File: src/rtl/mxint8_block_quantizer_if.sv
// Stream interface for the MXINT8 block quantizer: FP32 beats in, one packed MX block out.
// The master side drives input beats and downstream ready; the slave side is the quantizer.
interface mxint8_block_quantizer_if #(
    parameter int BLOCK_SIZE  = 32,
    parameter int ELEM_WIDTH  = 8,
    parameter int SCALE_WIDTH = 8
);
    logic                             i_valid;
    logic                             o_ready;
    logic [31:0]                      i_float32;
    logic                             o_valid;
    logic                             i_ready;
    logic [SCALE_WIDTH-1:0]           o_scale;
    logic [BLOCK_SIZE*ELEM_WIDTH-1:0] o_mxint8_elements;
    logic                             o_nan;
    logic                             o_sat;

    modport master (
        output i_valid, i_float32, i_ready,
        input  o_ready, o_valid, o_scale, o_mxint8_elements, o_nan, o_sat
    );

    modport slave (
        input  i_valid, i_float32, i_ready,
        output o_ready, o_valid, o_scale, o_mxint8_elements, o_nan, o_sat
    );
endinterface

File: src/rtl/mxint8_block_quantizer.sv
// Streaming FP32 -> MXINT8 block quantizer: buffers a block, takes the max exponent as the
// shared E8M0 scale, then quantizes one element per cycle with round-to-nearest-even.
module mxint8_block_quantizer #(
    parameter int BLOCK_SIZE  = 32,
    parameter int ELEM_WIDTH  = 8,
    parameter int SCALE_WIDTH = 8
) (
    input  logic                    i_clk,
    input  logic                    i_rst,
    mxint8_block_quantizer_if.slave bus
);
    localparam int              CNT_W    = $clog2(BLOCK_SIZE);
    localparam logic [CNT_W-1:0] LAST_IDX = CNT_W'(BLOCK_SIZE - 1);

    typedef enum logic [1:0] {FILL, QUANT, OUT} state_t;

    state_t                           r_state;
    logic [CNT_W-1:0]                 r_cnt;
    logic [7:0]                       r_maxExp;
    logic                             r_nan;
    logic                             r_sat;
    logic                             r_ready;
    logic                             r_valid;
    logic [BLOCK_SIZE*ELEM_WIDTH-1:0] r_elems;
    logic [31:0]                      r_mem [BLOCK_SIZE];

    logic                  w_accept;
    logic [7:0]            w_inExp;
    logic [31:0]           w_word;
    logic [7:0]            w_exp;
    logic [23:0]           w_mant;
    logic [8:0]            w_diff;
    logic [8:0]            w_shiftFull;
    logic [4:0]            w_shift;
    logic [55:0]           w_ext;
    logic                  w_guard;
    logic                  w_sticky;
    logic                  w_inc;
    logic [23:0]           w_magRound;
    logic                  w_clamp;
    logic                  w_zero;
    logic [ELEM_WIDTH-1:0] w_mag;
    logic [ELEM_WIDTH-1:0] w_elem;

    assign w_accept = r_ready && bus.i_valid;
    assign w_inExp  = bus.i_float32[30:23];

    // Element value relative to the block scale is m * 2^-(d+17); the low 32 bits of w_ext
    // hold what was shifted out, so guard and sticky come straight from them.
    assign w_word      = r_mem[r_cnt];
    assign w_exp       = w_word[30:23];
    assign w_mant      = {1'b1, w_word[22:0]};
    assign w_diff      = {1'b0, r_maxExp} - {1'b0, w_exp};
    assign w_shiftFull = w_diff + 9'd17;
    assign w_shift     = (w_shiftFull > 9'd31) ? 5'd31 : w_shiftFull[4:0];
    assign w_ext       = {w_mant, 32'd0} >> w_shift;
    assign w_guard     = w_ext[31];
    assign w_sticky    = |w_ext[30:0];
    assign w_inc       = w_guard && (w_sticky || w_ext[32]);
    assign w_magRound  = w_ext[55:32] + {23'd0, w_inc};
    assign w_clamp     = (w_magRound > 24'd127) && !w_zero;
    assign w_zero      = (w_exp == 8'd0) || r_nan;
    assign w_mag       = (w_magRound > 24'd127) ? ELEM_WIDTH'(127) : w_magRound[ELEM_WIDTH-1:0];
    assign w_elem      = w_zero ? '0 : (w_word[31] ? -w_mag : w_mag);

    always_ff @(posedge i_clk) begin
        if (!i_rst && w_accept) begin
            r_mem[r_cnt] <= bus.i_float32;
        end
    end

    always_ff @(posedge i_clk) begin
        if (i_rst) begin
            r_state  <= FILL;
            r_cnt    <= '0;
            r_maxExp <= '0;
            r_nan    <= 1'b0;
            r_sat    <= 1'b0;
            r_ready  <= 1'b1;
            r_valid  <= 1'b0;
            r_elems  <= '0;
        end else begin
            case (r_state)
                FILL: begin
                    if (w_accept) begin
                        if (w_inExp > r_maxExp) begin
                            r_maxExp <= w_inExp;
                        end
                        if (w_inExp == 8'hFF) begin
                            r_nan <= 1'b1;
                        end
                        if (r_cnt == LAST_IDX) begin
                            r_state <= QUANT;
                            r_cnt   <= '0;
                            r_ready <= 1'b0;
                        end else begin
                            r_cnt <= r_cnt + 1'b1;
                        end
                    end
                end
                QUANT: begin
                    r_elems[r_cnt*ELEM_WIDTH +: ELEM_WIDTH] <= w_elem;
                    r_sat <= r_sat || w_clamp;
                    if (r_cnt == LAST_IDX) begin
                        r_state <= OUT;
                        r_cnt   <= '0;
                        r_valid <= 1'b1;
                    end else begin
                        r_cnt <= r_cnt + 1'b1;
                    end
                end
                OUT: begin
                    if (bus.i_ready) begin
                        r_state  <= FILL;
                        r_valid  <= 1'b0;
                        r_ready  <= 1'b1;
                        r_maxExp <= '0;
                        r_nan    <= 1'b0;
                        r_sat    <= 1'b0;
                        r_elems  <= '0;
                    end
                end
                default: begin
                    r_state <= FILL;
                    r_ready <= 1'b1;
                    r_valid <= 1'b0;
                end
            endcase
        end
    end

    // Data outputs read as zero whenever no block is being presented.
    assign bus.o_ready           = r_ready;
    assign bus.o_valid           = r_valid;
    assign bus.o_scale           = r_valid ? (r_nan ? '1 : SCALE_WIDTH'(r_maxExp)) : '0;
    assign bus.o_mxint8_elements = r_valid ? r_elems : '0;
    assign bus.o_nan             = r_valid && r_nan;
    assign bus.o_sat             = r_valid && r_sat;
endmodule

File: src/flat_wrapper.sv
// flat-port wrapper written by rule: the top's interface ports become plain ports
module mxint8_block_quantizer_flat 
#(
    parameter int BLOCK_SIZE  = 32,
    parameter int ELEM_WIDTH  = 8,
    parameter int SCALE_WIDTH = 8
)
  (i_clk, i_rst, bus_i_valid, bus_i_float32, bus_i_ready, bus_o_ready, bus_o_valid, bus_o_scale, bus_o_mxint8_elements, bus_o_nan, bus_o_sat);
  mxint8_block_quantizer_if #(.BLOCK_SIZE(BLOCK_SIZE), .ELEM_WIDTH(ELEM_WIDTH), .SCALE_WIDTH(SCALE_WIDTH)) bus_i ();
  input  logic i_clk;
  input  logic i_rst;
  input wire logic [$bits(bus_i.i_valid)-1:0] bus_i_valid;
  input wire logic [$bits(bus_i.i_float32)-1:0] bus_i_float32;
  input wire logic [$bits(bus_i.i_ready)-1:0] bus_i_ready;
  output wire logic [$bits(bus_i.o_ready)-1:0] bus_o_ready;
  output wire logic [$bits(bus_i.o_valid)-1:0] bus_o_valid;
  output wire logic [$bits(bus_i.o_scale)-1:0] bus_o_scale;
  output wire logic [$bits(bus_i.o_mxint8_elements)-1:0] bus_o_mxint8_elements;
  output wire logic [$bits(bus_i.o_nan)-1:0] bus_o_nan;
  output wire logic [$bits(bus_i.o_sat)-1:0] bus_o_sat;
  assign bus_i.i_valid = bus_i_valid;
  assign bus_i.i_float32 = bus_i_float32;
  assign bus_i.i_ready = bus_i_ready;
  assign bus_o_ready = bus_i.o_ready;
  assign bus_o_valid = bus_i.o_valid;
  assign bus_o_scale = bus_i.o_scale;
  assign bus_o_mxint8_elements = bus_i.o_mxint8_elements;
  assign bus_o_nan = bus_i.o_nan;
  assign bus_o_sat = bus_i.o_sat;
  mxint8_block_quantizer #(.BLOCK_SIZE(BLOCK_SIZE), .ELEM_WIDTH(ELEM_WIDTH), .SCALE_WIDTH(SCALE_WIDTH)) u_core (.i_clk(i_clk), .i_rst(i_rst), .bus(bus_i));
endmodule
File: config.mk
export PLATFORM = sky130hd
export DESIGN_NAME = mxint8_block_quantizer_flat
export DESIGN_NICKNAME = d
export VERILOG_FILES = /design/src/rtl/mxint8_block_quantizer_if.sv /design/src/rtl/mxint8_block_quantizer.sv /design/src/flat_wrapper.sv
export SDC_FILE = /design/constraint.sdc
export NUM_CORES = 2
export LEC_CHECK = 0
export CORE_MARGIN = 10
export CORE_UTILIZATION = 50
export DETAILED_ROUTE_END_ITERATION = 8
export PLACE_DENSITY = 0.69
export SYNTH_ARGS = -nofsm -noshare
export SYNTH_HDL_FRONTEND = slang
export SYNTH_SLANG_ARGS = --single-unit
File: constraint.sdc
create_clock -name i_clk -period 14.84 [get_ports i_clk]
set_input_delay 2.968 -clock i_clk [delete_from_list [all_inputs] [get_ports i_clk]]
set_output_delay 2.968 -clock i_clk [all_outputs]
set_load 0.05 [all_outputs]
* After elaboration in Yosys (flattened, before gate mapping)
Memory sizes are Yosys's and may differ from the RTL's. A register that Yosys moved wholly into a read port is not among the register bits. Cells that the tools add are included.
Word-level totals: memories 1, word-level logic and storage cells 94, output and inout bits 268, memory bits (writable) 1024, bits of input ports 36, register bits 275
Memories:
- u_core.r_mem | depth 32, bits a word 32, read ports 1, clocked after Yosys merged registers in 1, wr ports 1, line mxint8_block_quantizer.sv:25 | logic [31:0] r_mem [BLOCK_SIZE];
Operators by class: equality and inequality tests 10, $add $sub $neg 6, reduce and logical (&&, ||, !) cells 24, shifts and indexed selects 3, $lt $le $gt $ge 3, bitwise logic cells 2, multiplexer cells 37
Operators with widths (count):
- two-way mux 256 bit | 2
- case mux 256 bit (2 select lines) | 1
- bitwise mux 256 bit | 1
- variable shift 8 x 34 -> 256 bit, first input constant | 1
- indexed part select 8 x 34 -> 256 bit | 1
- two-way mux 8 bit | 8
- right shift 56 x 5 -> 56 bit | 1
- negator 8 -> 34 bit | 1
- OR reduction 31 bit | 1
- two-way mux 5 bit | 5
- adder 24 x 1 -> 24 bit | 1
- greater-than comparator 24 x 7 -> 1 bit, second input constant | 1
- case mux 8 bit (2 select lines) | 1
- AND reduction 4 bit | 4
- != test 2 x 1 -> 1 bit, second input constant | 5
- case mux 5 bit (2 select lines) | 1
- adder 9 x 5 -> 9 bit, second input constant | 1
- greater-than comparator 9 x 5 -> 1 bit, second input constant | 1
- two-way mux 1 bit | 9
- subtractor 8 x 8 -> 9 bit | 1
- equality test 8 bit, second input constant | 1
- greater-than comparator 8 bit | 1
- zero test 8 bit | 1
- two-way mux 2 bit | 4
- 17 further kinds | 31

* Longest topological paths before layout
depth in word-level cells 17, gate-level depth with buffers 43

* Worst setup path after synthesis
Ideal clock, no wire load.
path type reg2reg, start point reg (tool-made name), end point reg u_core.r_elems[190], required time 14780 ps, slack 5692 ps, data arrival time 9089 ps, cell stages (with the launch flop) 42, buffers on the path 11, library setup time 60 ps, path through dfxtp_1 buf_2 buf_4 buf_4 buf_4 buf_2 buf_1 mux4_2 mux4_2 mux2i_1 inv_1 ha_1 inv_1 ha_1 fa_1 and3_1 nor3_1 o21ba_2 (+6 left out) a211oi_1 o21ai_0 a21oi_1 ha_1 inv_1 or3_1 buf_2 o31a_1 a221o_1 nor4b_4 and3_1 clkbuf_1 ha_1 nor4bb_1 mux2_2 o2bb2ai_1 buf_2 a22o_1
RTL lines:
- to (signal, indexed assignment) | line mxint8_block_quantizer.sv:102 | r_elems[r_cnt*ELEM_WIDTH +: ELEM_WIDTH] <= w_elem;
- to (decl) | line mxint8_block_quantizer.sv:24 | logic [BLOCK_SIZE*ELEM_WIDTH-1:0] r_elems;

==> results.txt <==
The switching power as a share of total power came out at 24.83%. The routed design has around 170,000 um of wire. The worst setup path is launched from a flop. The switching component of the power is 1.959 mW. The share of async-settable or async-resettable flops after synthesis came out at 0%. The share of synthesized area spent on multiplexers came out at 11.01%. Port buffering added 303 buffers. The final routed wire length divided by cell count is 29.14 um.

The quantity of gates resized following cts is 0. The total of endpoints with negative setup slack in the final report is 0. Across the routed clock network, the largest skew measured is between 0.02 and 0.03 ns. In the routed layout, each cell is associated on average with a via count of between 6 and 7. The tree is rooted in a sky130_fd_sc_hd__clkbuf_16. The internal power consumption is 5.932 mW. CTS saw 1,304 sinks. The final count of pins violating max slew came out at 0. The startpoint of the most critical hold path is u_core.r_elems[154]. The count of cells along the worst hold path came out at 2.

The post-synth net total is 4,094. The initialized floorplan defines 121 standard-cell rows. The total number of nets in the final design is about 4,400. The TritonCTS clock tree is built. The most frequent standard cell in the layout excluding fill and tap cells is sky130_fd_sc_hd__edfxtp_1. The maximum number of pins on one net before global-route repair is 138. The worst relative slew slack came out at around 16%. The H-tree generated during clock tree synthesis spans 4 levels. The count of endpoints failing hold in the final timing report came out at 0.

The via count came out at 36,646. In this run, the number of DRC markers left after iteration 0 of detailed routing was 4,079. The transition at the pin with the smallest max-transition slack is 1.249 ns. The remaining design rule violation count came out at 0. The area added between synthesis and finish came out at 15.74%. The number of max-cap violations came out at 0. Clock-pin slew was measured on the worst setup and hold paths at around 0.060 ns. Once placement finished, the instance area stood at between 50,000 and 60,000 um2. The share of the cycle needed by the critical path after routing is around 80%.

The worst-case IR drop observed on VDD is about 0.00010 V. The predominant post-synthesis flop cell is sky130_fd_sc_hd__edfxtp_1. The power density normalized to cell area is 123.6 nW/um2.

The distinct cell type count of the synthesized netlist came out at about 90. After routing the design area is about 64,000 um2. The critical register-to-register path endpoint is u_core.r_elems[238].

The die covers roughly 120,000 um2. The sum of negative setup slack is 0 ns. STA classifies the critical path endpoint as a flop. The fraction of layout instances using a drive strength above 1 is 10.66%.

In this design, the stage delay of the slowest critical-path cell is 0.84 ns. The placed wire-length estimate after detailed placement came out at just over 100,000 um. The synthesized netlist devotes 8.732% of its cell area to compound gates. The number of synthesized register bits came out at 1,304. The die is 352.2 um wide. Setup repair after global routing left no endpoint under its margin.

The XOR/XNOR share of the synthesized area came out at 0.2676%. The library cells used most frequently in the layout, excluding fill and tap cells, are sky130_fd_sc_hd__edfxtp_1, sky130_fd_sc_hd__mux2i_1, sky130_fd_sc_hd__clkdlybuf4s50_1, sky130_fd_sc_hd__nand2_1, sky130_fd_sc_hd__dfxtp_1. The setup slack of the most critical reg-to-reg path came out at approximately 3.0 ns.

The initial utilization of the core area, before any placement, comes to 50.55%. Per report_power, the sequential group accounts for 50.2% of the total. Routability-driven placement finished with a final weighted congestion of between 0.9 and 1. Yosys mapped a number of flops with a built-in enable equal to 1,024. The time the final worst path needs with I/O delays and setup came out at 11.83 ns. The run finished with clean final reports. The leakage power is 20.21 nW. The total grt overflow is 0. The portion of the post-synthesis area used by sequential elements is about two thirds. The clock network fraction of total power came out at around 40%. The cell with the largest stage delay on the worst path is sky130_fd_sc_hd__buf_4. The aggregate global-route resource usage came out at 26.67%. The total chip power is 7.891 mW.

The endpoint with the worst hold slack is u_core.r_elems[154]. The post-CTS setup buffer count came out at 0. The first global-routing pass estimated 246,900 um of wire. The achievable frequency is between 80 and 90 MHz.

The post-synthesis cell count came out at 4,026. The Yosys step of the flow raised 0 warnings. The area inside the core boundary came out at 109,200 um2. The detail route stage leaves a number of antenna-violating nets equal to 0.

The total iterations of the first detailed-routing run is 6. In this run, post-CTS hold repair placed 0 buffers. The post-synthesis area per instance is about 14 um2.

At the worst endpoint, the required time is 15.53 ns. The worst setup path is of the reg -> reg kind. The count of buffering cells on the critical path with inverters included came out at 2. The highest net fanout along the worst path is 46. The vertical extent of the die is 352.2 um. The dominant combinational cell family by area after synthesis is multiplexers. The initial antenna violation count came out at 7.

By instance count, the cell type seen most on the critical path is sky130_fd_sc_hd__ha_1. The post-synth design cell area came out at 55,180 um2. The number of buffers added by the clock tree synthesis step is 134.

The min-delay analysis places its worst path in the category reg -> reg. At the later pin of the worst-skew pair, clock insertion delay measures 0.75 ns. The number of filler instances in the final layout came out at 8,436.

The via count of the first global-routing pass came to 34,903. The final design utilization came out at 58.51%. The cell family contributing the most delay on the critical path is compound AO/OA/AOI/OAI gates.

Data on the critical path arrives at its endpoint at between 10 and 15 ns. The I/O pin total is 304. The share of total power dissipated in combinational logic is 10.0%. The maximum count of clock buffers along a single path came out at 3. The logic depth of the worst register-to-register path came out at 28.

The synthesized-area fraction occupied by adder cells is 0.7392%. The post-synthesis share of cell area spent on and, or, nand and nor gates is 10.95%.
-- worst reg2reg max path, delay by kind of cell, from the launching register on --
kind / cells / cell delay (ns)
flops: 1 / 0.76
buf+inv: 2 / 0.95
compound gates: 9 / 3.26
fa+ha+maj: 5 / 1.25
simple gates: 7 / 2.76
mux: 5 / 2.80
-- kinds of logic after synthesis --
logic type                 after synthesis
DFF                                   1304
and+or+nand+nor                       1200
AOI/OAI and AO/OA                      692
muxes                                  491
buffers and inverters                  291
adders and majority gates               32
xor gates and xnor gates                16
-- synthesized netlist by cell type, types with 13 or more instances --
cell | number | area (um2)
sky130_fd_sc_hd__nor3_1 | 46 | 230.2
sky130_fd_sc_hd__edfxtp_1 | 1024 | 30750
sky130_fd_sc_hd__mux4_2 | 92 | 2072
sky130_fd_sc_hd__ha_1 | 31 | 387.9
sky130_fd_sc_hd__a32o_1 | 33 | 330.3
sky130_fd_sc_hd__a22o_1 | 19 | 166.4
sky130_fd_sc_hd__a211oi_1 | 19 | 142.6
sky130_fd_sc_hd__and2_1 | 269 | 1683
sky130_fd_sc_hd__nor2b_1 | 13 | 81.33
sky130_fd_sc_hd__o21ai_0 | 76 | 380.4
sky130_fd_sc_hd__buf_4 | 33 | 247.7
sky130_fd_sc_hd__nand2b_1 | 15 | 93.84
sky130_fd_sc_hd__o22ai_1 | 35 | 219.0
sky130_fd_sc_hd__inv_1 | 29 | 108.9
sky130_fd_sc_hd__o21ai_1 | 39 | 195.2
sky130_fd_sc_hd__buf_1 | 36 | 135.1
sky130_fd_sc_hd__o31ai_1 | 69 | 518.0
sky130_fd_sc_hd__clkbuf_1 | 140 | 525.5
sky130_fd_sc_hd__nand2_1 | 288 | 1081
sky130_fd_sc_hd__a31o_2 | 21 | 183.9
sky130_fd_sc_hd__buf_2 | 41 | 205.2
sky130_fd_sc_hd__nand4_1 | 46 | 287.8
sky130_fd_sc_hd__a21oi_1 | 126 | 630.6
sky130_fd_sc_hd__nor2_1 | 209 | 784.5
sky130_fd_sc_hd__nand3_1 | 228 | 1141
sky130_fd_sc_hd__a22oi_1 | 134 | 1006
sky130_fd_sc_hd__o21a_1 | 15 | 112.6
sky130_fd_sc_hd__a31oi_1 | 18 | 112.6
sky130_fd_sc_hd__dfxtp_1 | 280 | 5605
sky130_fd_sc_hd__mux2i_1 | 395 | 3954
sky130_fd_sc_hd__and3_1 | 29 | 181.4
-- routing by layer --
layer  up-vias  routed length (um)  track usage [%]
met5         -                  19                0
met4         4                7552            11.50
met3       358               13470            4.489
met2      1863               81440            43.10
met1     18453               68260            35.39
li1      15968                   -                -
-- final cells by class --
cell class              instances  area, um2  area share, %
flip-flops and latches       1304      36370          56.94
repair buffers                382       3646          5.709
inverters                      32      120.1         0.1881
clock buffers                 180       3660          5.730
multi-input cells            2431      17840          27.93
diodes                          2      5.005       0.007836
clock inverters                53      382.9         0.5995
well taps                    1476       1847          2.892
-- how the worst max path moves through the flow --
stage,end,cells after the start,slack [ns],start
global placement,u_core.r_elems[225],33,3.51,flop
CTS,u_core.r_elems[254],28,3.12,flop
global route,u_core.r_elems[193],30,2.24,flop
floorplan,u_core.r_elems[190],41,5.69,flop
detailed placement,u_core.r_elems[254],28,3.27,flop
finish,u_core.r_elems[238],28,3.01,flop
-- registers in the layout, indices dropped and copies added, names as in the netlist, named ones only --
signal              count
u_core.r_state          2
u_core.r_sat            1
u_core.bus.o_ready      1
u_core.r_maxExp         8
u_core.r_mem         1024
u_core.r_cnt            5
u_core.r_elems        256
u_core.r_nan            1
u_core.bus.o_valid      1
-- metrics by stage --
step           instances  hold slack, ns  setup WS, ns
4_1_cts             5858          0.4456         3.117
3_5_place_dp        5625          0.4341         3.267
6_report            5860          0.4428         3.012
2_1_floorplan       4026          0.4166         5.692
5_1_grt             5859          0.4612         2.236
3_3_place_gp        5625          0.4261         3.506
-- power groups by stage --
stage / Sequential, mW / Clock, mW / Combinational [mW]
finish: 3.96 / 3.14 / 0.790
detailed placement: 4.04 / 0 / 0.771
global route: 3.96 / 3.32 / 0.829
floorplan: 4.03 / 0 / 0.504
CTS: 3.96 / 3.18 / 0.774
global placement: 4.04 / 0 / 0.767
No activity file was read; power rests on OpenSTA's default activity.
